**src/rtl/noc_merge_arbiter2.sv**
```systemverilog
// noc_merge_arbiter2: 2-to-1 round-robin flit merge into a one-entry output register (optional grant counters via ARB_STATS_EN)
module noc_merge_arbiter2 #(
  parameter int W = 9,
  parameter int STAT_W = 16
) (
  input  logic              clk,
  input  logic              reset,
  input  logic              in0_valid,
  input  logic [W-1:0]      in0_data,
  output logic              in0_ready,
  input  logic              in1_valid,
  input  logic [W-1:0]      in1_data,
  output logic              in1_ready,
  output logic              out_valid,
  output logic [W-1:0]      out_data,
  output logic              out_sel,
  input  logic              out_ready,
  output logic [STAT_W-1:0] grant_cnt0,
  output logic [STAT_W-1:0] grant_cnt1
);
  logic last_grant;
  logic load_en;
  logic grant;
  // register can take a flit when empty or draining; contention alternates away from the last winner
  always_comb begin
    load_en   = !out_valid || out_ready;
    grant     = (in0_valid && in1_valid) ? ~last_grant : in1_valid;
    in0_ready = !reset && load_en && !grant && in0_valid;
    in1_ready = !reset && load_en && grant && in1_valid;
  end
  // output register; priority pointer rotates only on an accepted flit
  always_ff @(posedge clk) begin
    if (reset) begin
      out_valid  <= 1'b0;
      out_data   <= '0;
      out_sel    <= 1'b0;
      last_grant <= 1'b1;
    end else if (load_en) begin
      out_valid <= in0_ready || in1_ready;
      if (in0_ready || in1_ready) begin
        out_data   <= grant ? in1_data : in0_data;
        out_sel    <= grant;
        last_grant <= grant;
      end
    end
  end
`ifdef ARB_STATS_EN
  // saturating per-source counts of forwarded flits
  always_ff @(posedge clk) begin
    if (reset) begin
      grant_cnt0 <= '0;
      grant_cnt1 <= '0;
    end else begin
      if (in0_ready && grant_cnt0 != '1) grant_cnt0 <= grant_cnt0 + 1'b1;
      if (in1_ready && grant_cnt1 != '1) grant_cnt1 <= grant_cnt1 + 1'b1;
    end
  end
`else
  assign grant_cnt0 = '0;
  assign grant_cnt1 = '0;
`endif
endmodule

```
**config.mk**
```make
export PLATFORM = sky130hd
export DESIGN_NAME = noc_merge_arbiter2
export DESIGN_NICKNAME = d
export VERILOG_FILES = /design/src/rtl/noc_merge_arbiter2.sv
export SDC_FILE = /design/constraint.sdc
export NUM_CORES = 1
export LEC_CHECK = 0
export ABC_AREA = 1
export CAP_MARGIN = 40
export CELL_PAD_IN_SITES_DETAIL_PLACEMENT = 1
export CELL_PAD_IN_SITES_GLOBAL_PLACEMENT = 1
export CORE_MARGIN = 3
export CORE_UTILIZATION = 21
export DETAILED_ROUTE_END_ITERATION = 12
export PLACE_DENSITY = 0.8
export SLEW_MARGIN = 20
export SYNTH_ARGS = -nofsm -noshare
export SYNTH_HDL_FRONTEND = slang
export SYNTH_SLANG_ARGS = --single-unit
```
**constraint.sdc**
```tcl
create_clock -name clk -period 1.3 [get_ports clk]
set_input_delay 0.39 -clock clk [delete_from_list [all_inputs] [get_ports clk]]
set_output_delay 0.39 -clock clk [all_outputs]
set_load 0.02 [all_outputs]
```
==> run metrics, run 1 <==
status complete, but fails checks; failing checks setup timing; # Max-Cap Violations 0; GPL Wtd Cong 0.741; full die area 5100 um^2; Max Root-Sink Buffers 2; Hold Fails Final Rpt 0; Post-route DRC 0; mux contribution to synthesized area 0%; initial antenna violation count 0; RSZ-0062 raised after global routing true; hpwl dp 1870 um; Max stage delay cell, worst path clkdlybuf4s15_1; CP Max Fanout 4; die span in y 71.4 um; met1 Use GR 11.7%; Ports 68; routed wire length 2470 um; Die W 71.4 um; ranking of synthesized cells by instance count nand2_1, buf_4, nor2_1; syn_area_per_cell 6.51 um^2; Setup CP Type primary input to output pin; synthesized instance count 138; Layout Nets 212; Setup Viol. Count Final 2; overall power 1.29 mW; Avg WL per Cell 10.4 um; fmax 728 MHz; GRT overflow 0; post-route minimum period 1.37 ns; critical path launch point type primary input; clk_skew 0.00771 ns; Area growth syn-to-layout 49.6%; via count 862; maximum vdd drop 0.000221 V; clk_lat worst skew 0.24 ns; CTS Buf Count 3; Rows 23; simple-gate portion of the synthesized area 33.6%; crit-path max cell delay 0.21 ns; cell with the most instances after synthesis nand2_1; grt met2 use 15.7%; post-synthesis register bit count 12; Post-synth EDFFs 0; Final Max Slew Viols 0; CTS tree yes; # port buffers 35; Post-Syn Area 898 um^2; CORE AREA 4060 um^2; Most common cell on crit path nand2_4; Yosys warning total 0; Final Util 33.1%; Async SR Flop Fraction 0%; Routed Antenna Nets 0; number of global-route vias before repair 843; worst endpoint required time 0.91 ns; crit share post-route 106%; Primary FF master, synth dfxtp_1; GRT Util Overall 9.44%; Worst EP arrival 0.98 ns; Yosys top cell area share 26.7%; Cell variety after synth 16; ANT cells 0; 1st-iter DRT viols 36; synth top area cells dfxtp_1, buf_4, nand2_1; clk sink count 12; Design Area, Final 1340 um^2; total iterations of the first detailed-routing run 3; Hold Crit Class primary input to register; Worst Slack Setup Final -0.0728 ns; post-synth top area cell dfxtp_1; crit path capture type output pin; largest family of logic cells by synthesized area buffers and inverters; Starting Density 22.1%; post-synthesis sequential area ratio 26.7%; TNS Setup -0.133 ns; adder-cell share of the synthesized area 0%; root buf cell clkbuf_8; first-pass GRT wire length 3820 um; Synth Area in XOR/XNOR 0%; Max H-tree Level 1; Lkg Pwr 0.736 nW; CP cell instances clkdlybuf4s15_1 > nand2_4 > inv_6 > nand2_4 > clkinv_4 > buf_6; PD cells 958 nW/um^2; Via density 3.62; compound-gate portion of the synthesized area 3.34%; global route hottest layer met2; share of cells above drive strength 1 28.2%; DP Area 1260 um^2; clk slew on worst S/H paths 0.05 ns; largest net degree at the start of global routing 12; pre-CTS WS -0.927 ns; met3 usage 2.24%
final cells by class:
| cell class | count | area, um^2 |
|---|---|---|
| inverter | 13 | 58.8 |
| fill | 515 | 2710 |
| multi-input combinational | 108 | 502 |
| tap | 50 | 62.6 |
| sequential | 12 | 245 |
| timing repair buffer | 51 | 420 |
| clock buffer | 4 | 55.1 |
worst max-delay path, delay by kind of cell:
family,cells,cell delay (ns)
simple gates,2,0.18
buf+inv,4,0.42
metrics by stage:
stage          instances  hold WS [ns]
2_1_floorplan        169         0.449
3_3_place_gp         228         0.465
3_5_place_dp         228         0.474
4_1_cts              235         0.369
5_1_grt              238         0.393
6_report             238         0.388
cell usage in the layout (no fill, tap or decap), drive strengths merged:
cell type / Yosys / final
nand2: 42 / 42
conb: 1 / 32
buf: 36 / 22
nor2: 19 / 19
clkdlybuf4s50: 0 / 18
clkbuf: 0 / 13
nand3: 12 / 12
dfxtp: 12 / 12
inv: 13 / 12
clkdlybuf4s15: 0 / 2
a21oi: 2 / 2
clkinv: 0 / 1
o21ai: 1 / 1
path summary, 6_finish.rpt:
path                                start                        to  slack [ns]  cells past startpoint
setup / recovery                in1_valid                 in1_ready       -0.07                      6
hold / removal                      reset    out_valid$_SDFFE_PP0P_        0.39                      2
setup reg to reg   out_valid$_SDFFE_PP0P_  out_data[2]$_SDFFE_PP0P_        0.03                      8
hold reg to reg   last_grant$_SDFFE_PP1P_   last_grant$_SDFFE_PP1P_        0.46                      2
registers in the layout, summed over array words and instances, names as in the netlist:
signal,cells
last_grant,1
out_data,9
out_sel,1
out_valid,1
kinds of logic after synthesis:
family	count (synthesis)
AND/OR/NAND/NOR	73
buffers and inverters	49
flip-flops	12
AO/OA/AOI/OAI	3
other	1
timing repair:
item | CTS | global route
setup buffers | 3 | 3
hold buffers | 0 | 0
hold endpoints to repair | 0 | 0
pin swaps | 5 | 4
endpoints found under the setup margin | 25 | 15
resized for setup | 53 | 22
report_power, final:
part | total, mW | leakage [nW] | internal (mW) | switching (mW)
Combinational | 0.460 | 0.608 | 0.183 | 0.278
Clock | 0.405 | 0.0288 | 0.267 | 0.138
Sequential | 0.422 | 0.0997 | 0.403 | 0.0190
Total | 1.29 | 0.736 | 0.853 | 0.435
metal layers:
layer	up-vias	share of wire, %
li1	450	-
met1	363	41
met2	45	47
met3	4	9.7
met4	0	2.0
met5	-	0
No activity file was read; power rests on OpenSTA's default activity.
==> run 2, diff against run 1 <==
==> constraint.sdc (replaced) <==
create_clock -name clk -period 1.56 [get_ports clk]
set_input_delay 0.468 -clock clk [delete_from_list [all_inputs] [get_ports clk]]
set_output_delay 0.468 -clock clk [all_outputs]
set_load 0.02 [all_outputs]
==> run 2 against run 1 <==
Critical endpoint unchanged; clock power down 33%; via count is 4.2% lower; critical path type unchanged; total power shrank 23%; global-route usage fell by 0.50 points; the run now ends clean; cell count shrank 1.3%; first-iteration DRC count is 92% lower.
==> run metrics, run 2 (same netlist as run 1, synthesis figures left out) <==
crit-path max cell delay 0.22 ns (about the same); GRT overflow 0 (unchanged); GRT Util Overall 8.94% (-0.50 points); hold path cells 2 (unchanged); multi-input logic area 467 um^2 (-7.0%); min-delay src reset; fillers 523 (+1.6%); Post-route DRC 0 (unchanged); crit share post-route 97.6%; Max stage delay cell, worst path clkdlybuf4s15_1; full die area 5100 um^2 (unchanged); hpwl dp 1910 um (+2.3%); Layout Nets 210 (-0.94%); Hold Crit Class primary input to register; 1st-iter DRT viols 3 (-92%); Avg WL per Cell 10.2 um (-1.3%); Largest register FFs 9 (unchanged); Starting Density 22.1% (unchanged); Worst R2R Path Depth 9 (+1); Lkg Pwr 0.730 nW (-0.77%); Via density 3.51 (-3.0%); # Max-Cap Violations 0 (unchanged); Die W 71.4 um (unchanged); ANT cells 0 (unchanged); most frequent cells in the layout nand2_1, conb_1, nor2_1, clkdlybuf4s50_1, buf_4; CP cell instances clkdlybuf4s15_1 > nand2_4 > inv_4 > nand2_2 > inv_2 > buf_6; share of cells above drive strength 1 18.4% (-9.8 points); GPL Wtd Cong 0.643 (-13%); Area growth syn-to-layout 45.3%; worst endpoint required time 1.09 ns (+0.18 ns); clk_skew 0.00186 ns (-0.00586 ns); Setup CP Type primary input to output pin; Final Max Slew Viols 0 (unchanged); status finished clean; clk slew on worst S/H paths 0.05 ns (about the same); CTS Buf Count 3 (unchanged); TNS Setup 0 ns (+0.133 ns); critical path launch point type primary input; Worst Setup SP in1_valid; number of global-route vias before repair 725 (-14%); RR Endpoint out_data[8]$_SDFFE_PP0P_; register area 240 um^2 (-2.0%); RR Startpoint out_valid$_SDFFE_PP0P_; CP Max Fanout 4 (unchanged); largest net degree at the start of global routing 12 (unchanged); initial antenna violation count 0 (unchanged); via count 826 (-4.2%); FF-to-FF setup slack 0.17 ns (+0.14 ns); clk_lat worst skew 0.23 ns (about the same); Setup Viol. Count Final 0 (-2); # port buffers 35 (unchanged); commonest non-fill, non-tap cell in the layout nand2_1; routed wire length 2410 um (-2.6%); most flop-heavy register out_data; Max Root-Sink Buffers 2 (unchanged); fmax 657 MHz; post-route minimum period 1.52 ns; PD cells 762 nW/um^2 (-20%); total iterations of the first detailed-routing run 3 (unchanged); clk sink count 12 (unchanged); Hold Fails Final Rpt 0 (unchanged); Routed Antenna Nets 0 (unchanged); Ports 68 (unchanged); crit path capture type output pin; Max H-tree Level 1 (unchanged); Final Util 32.2% (-0.96 points); Worst EP arrival 1.05 ns (+0.07 ns); Hold EP out_valid$_SDFFE_PP0P_; Rows 23 (unchanged); first-pass GRT wire length 3430 um (-10%); die span in y 71.4 um (unchanged); maximum vdd drop 0.000194 V (-13%); CTS tree yes; root buf cell clkbuf_8; CORE AREA 4060 um^2 (unchanged)
==> run 2: cell type report <==
| class | count | area share, % |
|---|---|---|
| clock buffer | 3 | 3.16 |
| inverter | 13 | 3.93 |
| timing repair buffer | 49 | 33.9 |
| tap | 50 | 4.79 |
| sequential | 12 | 18.4 |
| multi-input combinational | 108 | 35.8 |
==> run 2: report_power, final <==
part	switching (mW)	total, mW	internal [mW]
combinational	0.222	0.371	0.149
sequential	0.0144	0.350	0.336
clock	0.103	0.273	0.169
==> run 2: how the worst max path moves through the flow <==
stage / slack [ns] / endpoint
after floorplan: 0.03 / in1_ready
after global placement: -0.78 / in0_ready
after detailed placement: -0.80 / in0_ready
after CTS: -0.003 / in0_ready
after global routing: -0.009 / in1_ready
final: 0.04 / in1_ready
==> run 2: through the flow <==
stage | power, mW | instances | cell area (um^2) | hold slack [ns] | worst slack (ns)
after floorplan | 0.633 | 169 | 1020 | 0.449 | 0.0286
after global placement | 0.733 | 228 | 1250 | 0.464 | -0.775
after detailed placement | 0.740 | 228 | 1250 | 0.481 | -0.801
after CTS | 1.01 | 234 | 1300 | 0.440 | -0.00346
after global routing | 1.06 | 235 | 1310 | 0.458 | -0.00899
final | 0.994 | 235 | 1310 | 0.442 | 0.0381
==> run 2: worst max-delay path: cells and delay by family <==
family | cells | cell delay [ns]
buffers and inverters | 4 | 0.45
and+or+nand+nor | 2 | 0.13
==> run 2: routing by layer <==
metal | track usage [%] | routed length [um] | vias up
li1 | - | - | 442
met2 | 15.2 | 1130 | 42
met3 | 1.54 | 208 | 4
met4 | 5.01 | 51 | 0
met5 | 0 | 0 | -
met1 | 10.6 | 1020 | 338
==> run 2: repair_timing <==
action	4_1_cts	5_1_grt
setup buffers	3	1
endpoints found under the hold margin	0	0
setup endpoints to repair	23	11
resized for setup	38	5
hold buffers	0	0
pin swaps	4	3
cloned	0	0
